## src/rtl/timer_pkg.sv

```systemverilog
`default_nettype none
// ============================================================================
// Module   : timer_pkg
// Brief    : Register map, CTRL layout and shared types for machine_timer.
// Revision : 1.0
// ============================================================================
package timer_pkg;

  localparam int unsigned CTRL_DIV_W = 8;

  localparam logic [4:0] MTIME_LO_OFF = 5'h00;
  localparam logic [4:0] MTIME_HI_OFF = 5'h04;
  localparam logic [4:0] CMP_LO_OFF   = 5'h08;
  localparam logic [4:0] CMP_HI_OFF   = 5'h0C;
  localparam logic [4:0] CTRL_OFF     = 5'h10;

  localparam int unsigned CTRL_EN_BIT  = 0;
  localparam int unsigned CTRL_DIV_LSB = 1;

  localparam logic [63:0] MTIMECMP_RST = 64'hFFFF_FFFF_FFFF_FFFF;

  typedef struct packed {
    logic [CTRL_DIV_W-1:0] div;
    logic                  en;
  } ctrl_t;

  typedef enum logic [0:0] {
    BUS_IDLE = 1'b0,
    BUS_RESP = 1'b1
  } bus_state_t;

endpackage
`default_nettype wire

```

## src/rtl/machine_timer_if.sv

```systemverilog
`default_nettype none
// ============================================================================
// Module   : machine_timer_if
// Brief    : Data-memory bus between the core and the machine timer.
// Revision : 1.0
// ============================================================================
interface machine_timer_if #(
  parameter int unsigned XLEN = 32
);
  logic            bus_valid;
  logic            bus_ready;
  logic            bus_we;
  logic [4:0]      bus_addr;
  logic [XLEN-1:0] bus_wdata;
  logic [XLEN-1:0] bus_rdata;
  logic            bus_rvalid;

  modport master (
    output bus_valid, bus_we, bus_addr, bus_wdata,
    input  bus_ready, bus_rdata, bus_rvalid
  );

  modport slave (
    input  bus_valid, bus_we, bus_addr, bus_wdata,
    output bus_ready, bus_rdata, bus_rvalid
  );
endinterface
`default_nettype wire

```

## src/rtl/timer_prescaler.sv

```systemverilog
`default_nettype none
// ============================================================================
// Module   : timer_prescaler
// Brief    : Counts 0..div while enabled and emits one tick per wrap.
// Revision : 1.0
// ============================================================================
module timer_prescaler #(
  parameter int unsigned DIV_W = 8
) (
  input  wire logic             clk,
  input  wire logic             reset,
  input  wire logic             en_i,
  input  wire logic [DIV_W-1:0] div_i,
  input  wire logic             clr_i,
  output logic                  tick_o
);

  logic [DIV_W-1:0] pcnt_q;

  // A CTRL write restarts the count, so it also swallows a tick due that cycle.
  assign tick_o = en_i & ~clr_i & (pcnt_q == div_i);

  always_ff @(posedge clk or negedge reset) begin
    if (!reset) begin
      pcnt_q <= '0;
    end else if (clr_i || tick_o) begin
      pcnt_q <= '0;
    end else if (en_i) begin
      pcnt_q <= pcnt_q + 1'b1;
    end
  end

endmodule
`default_nettype wire

```

## src/rtl/machine_timer.sv

```systemverilog
`default_nettype none
// ============================================================================
// Module   : machine_timer
// Brief    : Memory-mapped mtime/mtimecmp with prescaler, driving MTI.
// Revision : 1.0
// ============================================================================
module machine_timer
  import timer_pkg::*;
#(
  parameter int unsigned XLEN  = 32,
  parameter int unsigned DIV_W = CTRL_DIV_W
) (
  input  wire logic      clk,
  input  wire logic      reset,
  machine_timer_if.slave bus,
  output logic           MTI
);

  localparam int unsigned TW = 2 * XLEN;

  bus_state_t      state_q, state_d;
  logic [TW-1:0]   mtime_q, mtime_d;
  logic [TW-1:0]   cmp_q, cmp_d;
  ctrl_t           ctrl_q, ctrl_d;
  logic [XLEN-1:0] shadow_q, shadow_d;
  logic [XLEN-1:0] rdata_q, rdata_d;
  logic            mti_q;

  logic [4:0]      w_addr;
  logic            w_acc, w_wr, w_rd, w_wr_ctrl, w_tick;
  logic            w_ready, w_rvalid;

  assign w_addr    = bus.bus_addr & 5'b11100;
  assign w_acc     = bus.bus_valid & (state_q == BUS_IDLE);
  assign w_wr      = w_acc & bus.bus_we;
  assign w_rd      = w_acc & ~bus.bus_we;
  assign w_wr_ctrl = w_wr & (w_addr == CTRL_OFF);

  timer_prescaler #(
    .DIV_W (DIV_W)
  ) u_prescaler (
    .clk    (clk),
    .reset  (reset),
    .en_i   (ctrl_q.en),
    .div_i  (ctrl_q.div),
    .clr_i  (w_wr_ctrl),
    .tick_o (w_tick)
  );

  always_comb begin
    state_d  = state_q;
    w_ready  = 1'b0;
    w_rvalid = 1'b0;
    case (state_q)
      BUS_IDLE: begin
        w_ready = 1'b1;
        if (bus.bus_valid && !bus.bus_we) state_d = BUS_RESP;
      end
      BUS_RESP: begin
        w_rvalid = 1'b1;
        state_d  = BUS_IDLE;
      end
      default: state_d = BUS_IDLE;
    endcase
  end

  always_comb begin
    mtime_d  = mtime_q + TW'(w_tick);
    cmp_d    = cmp_q;
    ctrl_d   = ctrl_q;
    shadow_d = shadow_q;
    rdata_d  = rdata_q;
    // A software write to either mtime half overrides that cycle's tick entirely.
    if (w_wr) begin
      case (w_addr)
        MTIME_LO_OFF: mtime_d = {mtime_q[TW-1:XLEN], bus.bus_wdata};
        MTIME_HI_OFF: mtime_d = {bus.bus_wdata, mtime_q[XLEN-1:0]};
        CMP_LO_OFF:   cmp_d   = {cmp_q[TW-1:XLEN], bus.bus_wdata};
        CMP_HI_OFF:   cmp_d   = {bus.bus_wdata, cmp_q[XLEN-1:0]};
        CTRL_OFF: begin
          ctrl_d.en  = bus.bus_wdata[CTRL_EN_BIT];
          ctrl_d.div = bus.bus_wdata[CTRL_DIV_LSB +: CTRL_DIV_W];
        end
        default: ;
      endcase
    end
    if (w_rd) begin
      case (w_addr)
        MTIME_LO_OFF: begin
          rdata_d  = mtime_q[XLEN-1:0];
          shadow_d = mtime_q[TW-1:XLEN];
        end
        MTIME_HI_OFF: rdata_d = shadow_q;
        CMP_LO_OFF:   rdata_d = cmp_q[XLEN-1:0];
        CMP_HI_OFF:   rdata_d = cmp_q[TW-1:XLEN];
        CTRL_OFF:     rdata_d = XLEN'(ctrl_q);
        default:      rdata_d = '0;
      endcase
    end
  end

  always_ff @(posedge clk or negedge reset) begin
    if (!reset) begin
      state_q  <= BUS_IDLE;
      mtime_q  <= '0;
      cmp_q    <= TW'(MTIMECMP_RST);
      ctrl_q   <= '0;
      shadow_q <= '0;
      rdata_q  <= '0;
      mti_q    <= 1'b0;
    end else begin
      state_q  <= state_d;
      mtime_q  <= mtime_d;
      cmp_q    <= cmp_d;
      ctrl_q   <= ctrl_d;
      shadow_q <= shadow_d;
      rdata_q  <= rdata_d;
      mti_q    <= (mtime_q >= cmp_q);
    end
  end

  assign bus.bus_ready  = w_ready;
  assign bus.bus_rvalid = w_rvalid;
  assign bus.bus_rdata  = rdata_q;
  assign MTI            = mti_q;

endmodule
`default_nettype wire

```

## src/flat_wrapper.sv

```systemverilog
// flat-port wrapper written by rule: the top's interface ports become plain ports
module machine_timer_flat import timer_pkg::*;
#(
  parameter int unsigned XLEN  = 32,
  parameter int unsigned DIV_W = CTRL_DIV_W
)
  (clk, reset, MTI, bus_bus_valid, bus_bus_we, bus_bus_addr, bus_bus_wdata, bus_bus_ready, bus_bus_rdata, bus_bus_rvalid);
  machine_timer_if #(.XLEN(XLEN)) bus_i ();
  input  wire logic clk;
  input  wire logic reset;
  output logic MTI;
  input wire logic [$bits(bus_i.bus_valid)-1:0] bus_bus_valid;
  input wire logic [$bits(bus_i.bus_we)-1:0] bus_bus_we;
  input wire logic [$bits(bus_i.bus_addr)-1:0] bus_bus_addr;
  input wire logic [$bits(bus_i.bus_wdata)-1:0] bus_bus_wdata;
  output wire logic [$bits(bus_i.bus_ready)-1:0] bus_bus_ready;
  output wire logic [$bits(bus_i.bus_rdata)-1:0] bus_bus_rdata;
  output wire logic [$bits(bus_i.bus_rvalid)-1:0] bus_bus_rvalid;
  assign bus_i.bus_valid = bus_bus_valid;
  assign bus_i.bus_we = bus_bus_we;
  assign bus_i.bus_addr = bus_bus_addr;
  assign bus_i.bus_wdata = bus_bus_wdata;
  assign bus_bus_ready = bus_i.bus_ready;
  assign bus_bus_rdata = bus_i.bus_rdata;
  assign bus_bus_rvalid = bus_i.bus_rvalid;
  machine_timer #(.XLEN(XLEN), .DIV_W(DIV_W)) u_core (.clk(clk), .reset(reset), .bus(bus_i), .MTI(MTI));
endmodule
```

## config.mk

```make
export PLATFORM = sky130hd
export DESIGN_NAME = machine_timer_flat
export DESIGN_NICKNAME = d
export VERILOG_FILES = /design/src/rtl/timer_pkg.sv /design/src/rtl/machine_timer_if.sv /design/src/rtl/timer_prescaler.sv /design/src/rtl/machine_timer.sv /design/src/flat_wrapper.sv
export SDC_FILE = /design/constraint.sdc
export NUM_CORES = 1
export LEC_CHECK = 0
export CAP_MARGIN = 20
export CORE_MARGIN = 4
export CORE_UTILIZATION = 50
export CTS_CLUSTER_SIZE = 14
export DETAILED_ROUTE_END_ITERATION = 10
export GPL_ROUTABILITY_DRIVEN = 0
export HOLD_SLACK_MARGIN = 0.02
export PLACE_DENSITY = 0.72
export SLEW_MARGIN = 30
export SYNTH_ARGS = -nofsm -noshare
export SYNTH_HDL_FRONTEND = slang
export SYNTH_HIERARCHICAL = 1
export SYNTH_SLANG_ARGS = --single-unit
```

## constraint.sdc

```tcl
create_clock -name clk -period 3.6 [get_ports clk]
set_clock_uncertainty 0.2 [all_clocks]
set_input_delay 0.54 -clock clk [delete_from_list [all_inputs] [get_ports clk]]
set_output_delay 0.54 -clock clk [all_outputs]
set_load 0.02 [all_outputs]
```

==> flow_metrics.env, run 1 <==
export IMPL_max_cap_viol_count=0
export IMPL_start_util=0.5090
export IMPL_p_seq_frac=0.442
export IMPL_max_vdd_ir_drop_mv=0.4803
export IMPL_power_switching_share=0.3331
export IMPL_rows=56
export IMPL_final_common_cell="nand2_1"
export IMPL_status="finished, final reports clean"
export IMPL_dr_first_iter_drc_count=917
export IMPL_clk_insertion_delay_late_ns=0.52
export IMPL_critPathCaptureType="flop"
export IMPL_finalHoldViolCount=0
export IMPL_crit_chain="clkdlybuf4s50_1 > and3b_1 > nand3_4 > clkinv_4 > nand3b_1 > nor3_4 > ha_2 > buf_4 > nand4_4 > nor4_4 > nand3_2 > or4_1 > or3_1 > nand3_1"
export IMPL_synthCells=1280
export IMPL_switchingPower_mw=2.844
export IMPL_finalCritPeriodShare=0.9479
export IMPL_drive_gt1_frac=0.1702
export IMPL_cts_tree="done"
export IMPL_power_leakage_nw=6.171
export IMPL_combPwrFrac=0.260
export IMPL_utilization=0.6102
export IMPL_ys_flop_type="dfrtp_1"
export IMPL_wl_um=34910
export IMPL_first_pass_iters=7
export IMPL_hold_path_class="flop to flop"
export IMPL_highest_layer="met4"
export IMPL_internal_power_mw=5.693
export IMPL_synthDistinctLibCells=73
export IMPL_ys_warn_count=6
export IMPL_antenna_found_initial=0
export IMPL_maxSlewViolCount=0
export IMPL_clock_power_share=0.298
export IMPL_syn_area_um2=11950
export IMPL_synthArstFlopShare=1.000
export IMPL_startpoint_type="input pin"
export IMPL_r2r_slack_ns=0.25
export IMPL_slew_headroom=0.4802
export IMPL_avgSynthCellArea_um2=9.333
export IMPL_cts_resized=0
export IMPL_synth_seq_cells=211
export IMPL_finalCriticalPeriod_ns=3.412
export IMPL_track_usage=0.2642
export IMPL_io_pins=76
export IMPL_die_area_um2=26430
export IMPL_die_w_um=162.6
export IMPL_post_dp_hpwl_um=24590
export IMPL_routed_wl_met3_um=2450
export IMPL_grt_pass1_vias=10070
export IMPL_max_slew_worst_pin_slew_ns=0.7796
export IMPL_clk_path_buf_depth=3
export IMPL_synth_largest_area_cell="dfrtp_1"
export IMPL_post_route_drc_count=0
export IMPL_crit_family="simple AND/OR/NAND/NOR gates"
export IMPL_htree_num_levels=1
export IMPL_dpl_cell_count=1661
export IMPL_rsz0062_at_grt="no"
export IMPL_final_cell_mix="nand2_1, dfrtp_1, o21ai_0"
export IMPL_nets=1477
export IMPL_clock_sinks=211
export IMPL_wl_per_cell_um=20.46
export IMPL_grt_pass1_wl_um=56020
export IMPL_m1WireLength_um=15080
export IMPL_wl_met2_um=16310
export IMPL_syn_num_nets=1388
export IMPL_syn2layout_area_growth_pct=19.90
export IMPL_cts_buffers=24
export IMPL_clk_pin_slew_ns=0.06
export IMPL_grt_max_degree=80
export IMPL_crit_buf_inv=3
export IMPL_worst_path_max_delay_cell="or4_1"
export IMPL_die_y_um=162.6
export IMPL_max_stage_delay_ns=0.48
export IMPL_cp_arrival_ns=3.66
export IMPL_ys_seq_area_frac=0.4487
export IMPL_num_vias=10400
export IMPL_synth_edff_count=0
export IMPL_crit_path_max_fanout=6
export IMPL_vias_per_cell=6.098
export IMPL_synthTopCellsByArea="dfrtp_1, dfstp_2, ha_1, nand2_1, o21ai_0"
export IMPL_final_antenna_net_count=0
export IMPL_n_antenna_cell=0
export IMPL_core_area_um2=23470
export IMPL_io_buffers=73
export IMPL_synth_top_area_share=0.3079
export IMPL_instances_no_fill=1706
export IMPL_worst_setup_path_type="input pin to flop"
export IMPL_root_buffer="clkbuf_16"
export IMPL_crit_required_ns=3.85
export IMPL_max_freq_mhz=293.1
export IMPL_grt_ovfl_total=0
export IMPL_p_per_area_nw_per_um2=596.0
export IMPL_num_fill_cells=1961
export IMPL_setup_viol=0
[cells in the mapped netlist (4+ instances only)]
master      n
nand2_1   199
ha_1       67
a311oi_1    4
buf_2       7
nand3_1    34
a31oi_1    11
or4_1       5
nor4_1      8
buf_1       7
a22o_1     34
and3_1     11
and2_1      6
or3_1       7
mux2_2     31
o22a_1      5
a21o_1     19
a22oi_1    29
mux2i_1     4
nor2_1     50
nand4_1    31
and4_1      9
dfrtp_1   147
a221oi_1   26
xor2_1     15
o311ai_0    5
clkbuf_1   58
a211oi_1    5
o22ai_1    13
xnor2_1    17
inv_1      73
a21oi_1    49
nor3_1     20
dfstp_2    64
o211ai_1   10
o21ai_0   136
[metal layers]
layer,GRT usage,vias to the layer above
met2,0.4263,393
met1,0.3722,5094
met4,0.08387,0
li1,-,4845
met3,0.03721,72
met5,0,-
[power groups by stage]
| stage | registers (mW) | clock network (mW) | logic [mW] |
|---|---|---|---|
| finish | 3.77 | 2.55 | 2.22 |
| global route | 3.86 | 2.69 | 2.51 |
| CTS | 3.76 | 2.59 | 2.21 |
| detailed placement | 3.79 | 0 | 2.19 |
| global placement | 3.76 | 0 | 2.11 |
| floorplan | 3.62 | 0 | 1.49 |
[metrics by stage]
step	setup slack, ns	TNS, ns	area [um^2]	power, mW	hold WS [ns]
2_1_floorplan	-0.1861	-0.5919	12040	5.113	0.04441
3_3_place_gp	-0.2665	-5.762	13480	5.879	0.2657
3_5_place_dp	-0.3203	-7.854	13480	5.983	0.2702
4_1_cts	0.2050	0	14320	8.557	0.2828
5_1_grt	0.03564	0	14320	9.058	0.3022
6_report	0.1877	0	14320	8.537	0.2794
[cell type report]
type	instances	area, um^2	share of cell area
Clock buffer	41	765.7	0.05346
Inverter	74	282.8	0.01974
Tap cell	319	399.1	0.02787
Timing Repair Buffer	137	1344	0.09382
Multi-Input combinational cell	921	6107	0.4264
Sequential cell	211	5360	0.3742
Clock inverter	3	65.06	0.004542
[repair_timing]
item                                   CTS  global route
setup buffers                            0             0
hold buffers                             1             0
endpoints found under the hold margin   60             0
[path summary, 6_finish.rpt]
| kind | end | from | cells after the start |
|---|---|---|---|
| max reg2reg | u_core/mtime_q[63] | u_core/state_q | 13 |
| max | u_core/mtime_q[63] | bus_bus_valid | 14 |
| min | u_core/bus.bus_rdata[13] | u_core/bus.bus_rdata[13] | 2 |
| min reg2reg | u_core/bus.bus_rdata[13] | u_core/bus.bus_rdata[13] | 2 |
| min in group asynchronous | u_core/ctrl_q[8] | reset | 2 |
| max in group asynchronous | u_core/cmp_q[24] | reset | 3 |
[sequential cells by signal, summed over array words and instances, names as in the netlist]
name and cells:
u_core/ctrl_q 9, u_core/bus.bus_rdata 32, u_core/state_q 1, u_core/u_prescaler/pcnt_q 8
u_core/MTI 1, u_core/mtime_q 64, u_core/shadow_q 32, u_core/cmp_q 64
[worst register-to-register path, cell delays in order, from the launching register on]
cell,delay (ns)
dfrtp_1,0.36
and3b_1,0.22
nand3_4,0.11
clkinv_4,0.05
nand3b_1,0.19
nor3_4,0.25
ha_2,0.25
buf_4,0.13
nand4_4,0.15
nor4_4,0.23
nand3_2,0.24
or4_1,0.48
or3_1,0.32
nand3_1,0.08
[kinds of logic after synthesis]
logic type | share of synthesized area
XOR/XNOR | 0.02346
buffers and inverters | 0.04765
flip-flops | 0.4487
adder cells (fa/ha/maj) | 0.07017
AND/OR/NAND/NOR | 0.1748
multiplexers | 0.03257
AO/OA/AOI/OAI | 0.2027
(Power assumes the default switching activity.)
==> run 2: changes to the inputs <==
--- a/config.mk
+++ b/config.mk
@@ -6,7 +6,6 @@
 export NUM_CORES = 1
 export LEC_CHECK = 0
 export CAP_MARGIN = 20
-export CORE_MARGIN = 4
 export CORE_UTILIZATION = 50
 export CTS_CLUSTER_SIZE = 14
 export DETAILED_ROUTE_END_ITERATION = 10
==> run 2 against run 1 <==
  * Final cell count increased by 0.41%
  * First-iteration DRC count grew 3.3%
  * Sequential power barely moved
  * Die area is 7.2% lower
  * Sequential share of layout area up 0.13 points
  * Clock power barely moved
  * Wire length shrank 0.66%
  * Critical path depth up 2
  * Core utilization decreased by 0.21 points
==> flow_metrics.env, run 2 (synthesis gave the netlist of run 1 again) <==
export IMPL_status="finished, final reports clean"
export IMPL_first_pass_iters=5
export IMPL_highest_layer="met4"
export IMPL_dpl_cell_count=1666
export IMPL_final_setup_tns_ns=0
export IMPL_clk_pin_slew_ns=0.06
export IMPL_grt_pass1_wl_um=55410
export IMPL_grt_pass1_vias=10090
export IMPL_rsz0062_at_grt="no"
export IMPL_cts_buffers=25
export IMPL_grt_ovfl_total=0
export IMPL_wl_met2_um=16290
export IMPL_die_area_um2=24520
export IMPL_clk_path_buf_depth=3
export IMPL_crit_chain="clkdlybuf4s50_1 > and3b_1 > nand3_4 > clkinv_4 > nand3b_1 > nor3_4 > ha_2 > ha_4 > nand3_4 > nor4_4 > buf_4 > and4_1 > buf_4 > nand4_1 > or3_1 > o211ai_1"
export IMPL_root_buffer="clkbuf_16"
export IMPL_syn2layout_area_growth_pct=19.49
export IMPL_htree_num_levels=1
export IMPL_die_w_um=156.6
export IMPL_critPathCaptureType="flop"
export IMPL_finalCritPeriodShare=0.9343
export IMPL_crit_required_ns=3.84
export IMPL_reg_largest_list="u_core/cmp_q (64), u_core/mtime_q (64)"
export IMPL_p_per_area_nw_per_um2=597.5
export IMPL_dp_slack_ns=-0.2730
export IMPL_io_pins=76
export IMPL_routed_wl_met3_um=2021
export IMPL_fin_ws_ns=0.2365
export IMPL_utilization=0.6082
export IMPL_hold_path_class="flop to flop"
export IMPL_m1WireLength_um=15000
export IMPL_worst_path_max_delay_cell="clkdlybuf4s50_1"
export IMPL_cts_tree="done"
export IMPL_io_buffers=73
export IMPL_worst_setup_path_type="input pin to flop"
export IMPL_nets=1483
export IMPL_grt_max_degree=100
export IMPL_finalHoldWorstSlack_ns=0.2766
export IMPL_max_vdd_ir_drop_mv=0.3785
export IMPL_maxSlewViolCount=0
export IMPL_rows=56
export IMPL_post_dp_cell_area_um2=13450
export IMPL_vias_per_cell=6.077
export IMPL_r2r_start="u_core/state_q"
export IMPL_finalCriticalPeriod_ns=3.364
export IMPL_track_usage=0.2914
export IMPL_power_leakage_nw=6.177
export IMPL_cts_resized=0
export IMPL_crit_path_max_fanout=3
export IMPL_clock_sinks=211
export IMPL_post_route_drc_count=0
export IMPL_dr_first_iter_drc_count=947
export IMPL_final_area_um2=14270
export IMPL_slew_headroom=0.4470
export IMPL_wl_um=34680
export IMPL_max_freq_mhz=297.3
export IMPL_crit_buf_inv=4
export IMPL_clk_insertion_delay_late_ns=0.53
export IMPL_setup_viol=0
export IMPL_holdPathStages=2
export IMPL_max_slew_worst_pin_slew_ns=0.8294
export IMPL_drive_gt1_frac=0.1765
export IMPL_max_cap_viol_count=0
export IMPL_final_antenna_net_count=0
export IMPL_startpoint_type="input pin"
export IMPL_r2r_slack_ns=0.31
export IMPL_core_area_um2=23470
export IMPL_antenna_found_initial=0
export IMPL_max_stage_delay_ns=0.41
export IMPL_num_vias=10410
export IMPL_die_y_um=156.6
export IMPL_wl_per_cell_um=20.25
export IMPL_instances_no_fill=1713
export IMPL_final_cell_mix="nand2_1, dfrtp_1, o21ai_0"
export IMPL_min_to="u_core/bus.bus_rdata[14]"
export IMPL_power_mw=8.529
export IMPL_reg2regPathDepth=15
export IMPL_finalHoldViolCount=0
export IMPL_start_util=0.5090
export IMPL_cp_arrival_ns=3.61
export IMPL_r2r_end="u_core/mtime_q[62]"
export IMPL_worstHoldStart="u_core/bus.bus_rdata[14]"
export IMPL_crit_family="simple AND/OR/NAND/NOR gates"
export IMPL_final_common_cell="nand2_1"
export IMPL_post_dp_hpwl_um=24420
export IMPL_n_antenna_cell=0
-- run 2: cell types whose count changed in the layout (fill, tap and decap cells not counted) --
cell,delta
clkinv_2,+7
clkbuf_1,-3
inv_8,+1
buf_4,+11
clkbuf_8,-4
buf_12,-6
inv_6,+1
-- run 2: final cells by class --
class,count,area (um^2)
multi-input combinational,921,6107
tap,319,399.1
timing repair buffer,142,1306
inverter,74,282.8
sequential,211,5360
clock buffer,34,699.4
clock inverter,12,120.1
fill,2013,9198
-- run 2: worst max path at each step --
| stage | from | end | slack, ns | cells after the start |
|---|---|---|---|---|
| floorplan | bus_bus_we | u_core/mtime_q[50] | -0.19 | 15 |
| detailed placement | bus_bus_we | u_core/mtime_q[62] | -0.27 | 16 |
| global placement | bus_bus_we | u_core/mtime_q[63] | -0.25 | 14 |
| global route | bus_bus_we | u_core/mtime_q[52] | 0.07 | 15 |
| CTS | bus_bus_we | u_core/mtime_q[62] | 0.26 | 16 |
| finish | bus_bus_we | u_core/mtime_q[62] | 0.24 | 16 |
-- run 2: power breakdown --
group,internal [mW],total [mW],switching (mW)
Combinational,1.02,2.24,1.21
Sequential,3.10,3.77,0.666
Clock,1.51,2.53,1.02
Total,5.63,8.53,2.90
-- run 2: timing repair --
item,4_1_cts,5_1_grt
hold buffers,1,0
setup buffers,0,0
endpoints found under the hold margin,70,0
-- run 2: layer usage --
metal  global-route usage  vias up
li1                     -     4859
met1               0.3913     5116
met2               0.4787      348
met3              0.03600       87
met4               0.1176        0
met5                    0        -
-- run 2: worst register-to-register path: stages (launching register included) --
cell,delay [ns]
dfrtp_1,0.36
and3b_1,0.22
nand3_4,0.12
clkinv_4,0.05
nand3b_1,0.18
nor3_4,0.25
ha_2,0.24
ha_4,0.15
nand3_4,0.11
nor4_4,0.26
buf_4,0.15
and4_1,0.27
buf_4,0.14
nand4_1,0.10
or3_1,0.33
o211ai_1,0.09
==> run 3: changes to the inputs <==
--- a/config.mk
+++ b/config.mk
@@ -10,6 +10,7 @@
 export CTS_CLUSTER_SIZE = 14
 export DETAILED_ROUTE_END_ITERATION = 10
 export GPL_ROUTABILITY_DRIVEN = 0
+export GPL_TIMING_DRIVEN = 0
 export HOLD_SLACK_MARGIN = 0.02
 export PLACE_DENSITY = 0.72
 export SLEW_MARGIN = 30
==> run 3 against run 2 <==
  * Design area decreased by 0.29%
  * Core utilization decreased by 0.18 points
  * First-iteration DRC count is 38% higher
  * Clock power is 4% lower
  * Sequential power is essentially flat
  * Non-clock buffer count up 19
  * Sequential share of layout area grew 0.11 points
  * Register-to-register slack got worse by 0.28 ns
  * Fmax is 5.8% lower
  * Setup slack got worse by 0.21 ns
  * Highest routed layer unchanged
==> flow_metrics.env, run 3 (synthesis gave the netlist of run 1 again) <==
export IMPL_vias_per_cell=6.337
export IMPL_start_util=0.5090
export IMPL_cts_tree="done"
export IMPL_clk_pin_slew_ns=0.06
export IMPL_finalCriticalPeriod_ns=3.569
export IMPL_crit_family="simple AND/OR/NAND/NOR gates"
export IMPL_fin_ws_ns=0.03065
export IMPL_max_cap_viol_count=0
export IMPL_clk_path_buf_depth=3
export IMPL_htree_num_levels=1
export IMPL_crit_path_max_fanout=8
export IMPL_maxSlewViolCount=0
export IMPL_slew_headroom=0.4523
export IMPL_max_freq_mhz=280.2
export IMPL_rsz0062_at_grt="yes"
export IMPL_setup_viol=0
export IMPL_max_stage_delay_ns=0.47
export IMPL_post_route_drc_count=0
export IMPL_crit_required_ns=3.85
export IMPL_hold_path_class="input pin to asynchronous set/reset pin"
export IMPL_n_antenna_cell=0
export IMPL_grt_max_degree=81
export IMPL_critPathCaptureType="flop"
export IMPL_final_area_um2=14230
export IMPL_p_per_area_nw_per_um2=598.7
export IMPL_cp_arrival_ns=3.81
export IMPL_die_w_um=156.6
export IMPL_clk_insertion_delay_late_ns=0.53
export IMPL_grt_pass1_wl_um=60740
export IMPL_final_setup_tns_ns=0
export IMPL_crit_chain="and3b_1 > buf_8 > nand3_4 > inv_8 > nand3b_1 > nor3_4 > ha_4 > ha_4 > nand3_4 > nor4_4 > nand4_1 > or3_4 > or4_1 > o211ai_1"
export IMPL_utilization=0.6064
export IMPL_io_buffers=72
export IMPL_max_slew_worst_pin_slew_ns=0.8140
export IMPL_finalHoldViolCount=0
export IMPL_drive_gt1_frac=0.1474
export IMPL_wl_per_cell_um=22.78
export IMPL_die_area_um2=24520
export IMPL_power_mw=8.521
export IMPL_core_area_um2=23470
export IMPL_crit_buf_inv=2
export IMPL_dp_slack_ns=-1.506
export IMPL_grt_pass1_vias=10720
export IMPL_worst_setup_path_type="flop to flop"
export IMPL_dr_first_iter_drc_count=1307
export IMPL_syn2layout_area_growth_pct=19.15
export IMPL_status="finished, final reports clean"
export IMPL_first_pass_iters=6
export IMPL_startpoint_type="flop"
export IMPL_power_leakage_nw=6.054
export IMPL_final_common_cell="nand2_1"
export IMPL_io_pins=76
export IMPL_cts_buffers=24
export IMPL_num_vias=10960
export IMPL_max_vdd_ir_drop_mv=0.3427
export IMPL_wl_um=39410
export IMPL_grt_ovfl_total=0
export IMPL_clock_sinks=211
export IMPL_post_dp_hpwl_um=28440
export IMPL_nets=1501
export IMPL_post_dp_cell_area_um2=13260
export IMPL_reg_largest_list="u_core/cmp_q (64), u_core/mtime_q (64)"
export IMPL_final_cell_mix="nand2_1, dfrtp_1, o21ai_0"
export IMPL_worst_path_max_delay_cell="or4_1"
export IMPL_finalCritPeriodShare=0.9915
export IMPL_root_buffer="clkbuf_16"
export IMPL_die_y_um=156.6
export IMPL_antenna_found_initial=0
export IMPL_rows=56
export IMPL_track_usage=0.3257
export IMPL_final_antenna_net_count=0
-- run 3: changes by cell type in the layout (fill, tap and decap cells not counted), sizes merged --
cell           previous run  this run
clkinv                    9         4
clkbuf                   34        98
buf                      69        32
inv                      75        74
bufinv                    2         1
dlymetal6s2s              0         2
clkdlybuf4s50            72        67
-- run 3: through the flow --
step | instances | hold slack (ns)
CTS | 1724 | 0.2810
detailed placement | 1674 | 0.2336
global route | 1730 | 0.3018
floorplan | 1280 | 0.04441
global placement | 1671 | 0.2655
finish | 1730 | 0.2804
-- run 3: where the power goes --
group          switching [mW]  total, mW  leakage, nW  internal (mW)
clock                   0.996       2.44        0.384           1.45
combinational            1.28       2.30         3.13           1.02
sequential              0.675       3.78         2.54           3.10
total                    2.95       8.52         6.05           5.57
-- run 3: area by class of cell --
| class | instances | area (um^2) |
|---|---|---|
| timing repair buffer | 89 | 923.4 |
| buffer | 72 | 317.8 |
| fill | 1995 | 9239 |
| tap | 319 | 399.1 |
| inverter | 74 | 285.3 |
| clock inverter | 5 | 50.05 |
| multi-input combinational | 921 | 6170 |
| clock buffer | 39 | 728.2 |
| sequential | 211 | 5360 |
-- run 3: path summary, 6_finish.rpt --
kind	start	slack, ns	cells past startpoint	endpoint
worst max-delay path	u_core/state_q	0.03	14	u_core/mtime_q[50]
worst min-delay path	reset	0.28	2	u_core/bus.bus_rdata[4]
worst max register to register	u_core/state_q	0.03	14	u_core/mtime_q[50]
worst min register to register	u_core/bus.bus_rdata[29]	0.28	2	u_core/bus.bus_rdata[29]
max in group asynchronous	reset	2.01	4	u_core/cmp_q[23]
min in group clk	u_core/bus.bus_rdata[29]	0.28	2	u_core/bus.bus_rdata[29]
-- run 3: repair_timing --
item	CTS	global route
pin swaps	5	7
setup endpoints to repair	58	27
gates resized for setup	14	21
setup buffers	6	7
hold buffers	1	0
endpoints found under the hold margin	34	0
-- run 3: routing by layer --
layer / up-vias / share of wire / GRT usage
li1: 4885 / - / -
met3: 125 / 0.087 / 0.05899
met5: - / 0 / 0
met4: 0 / 0.048 / 0.1625
met1: 5401 / 0.40 / 0.4230
met2: 552 / 0.46 / 0.5232
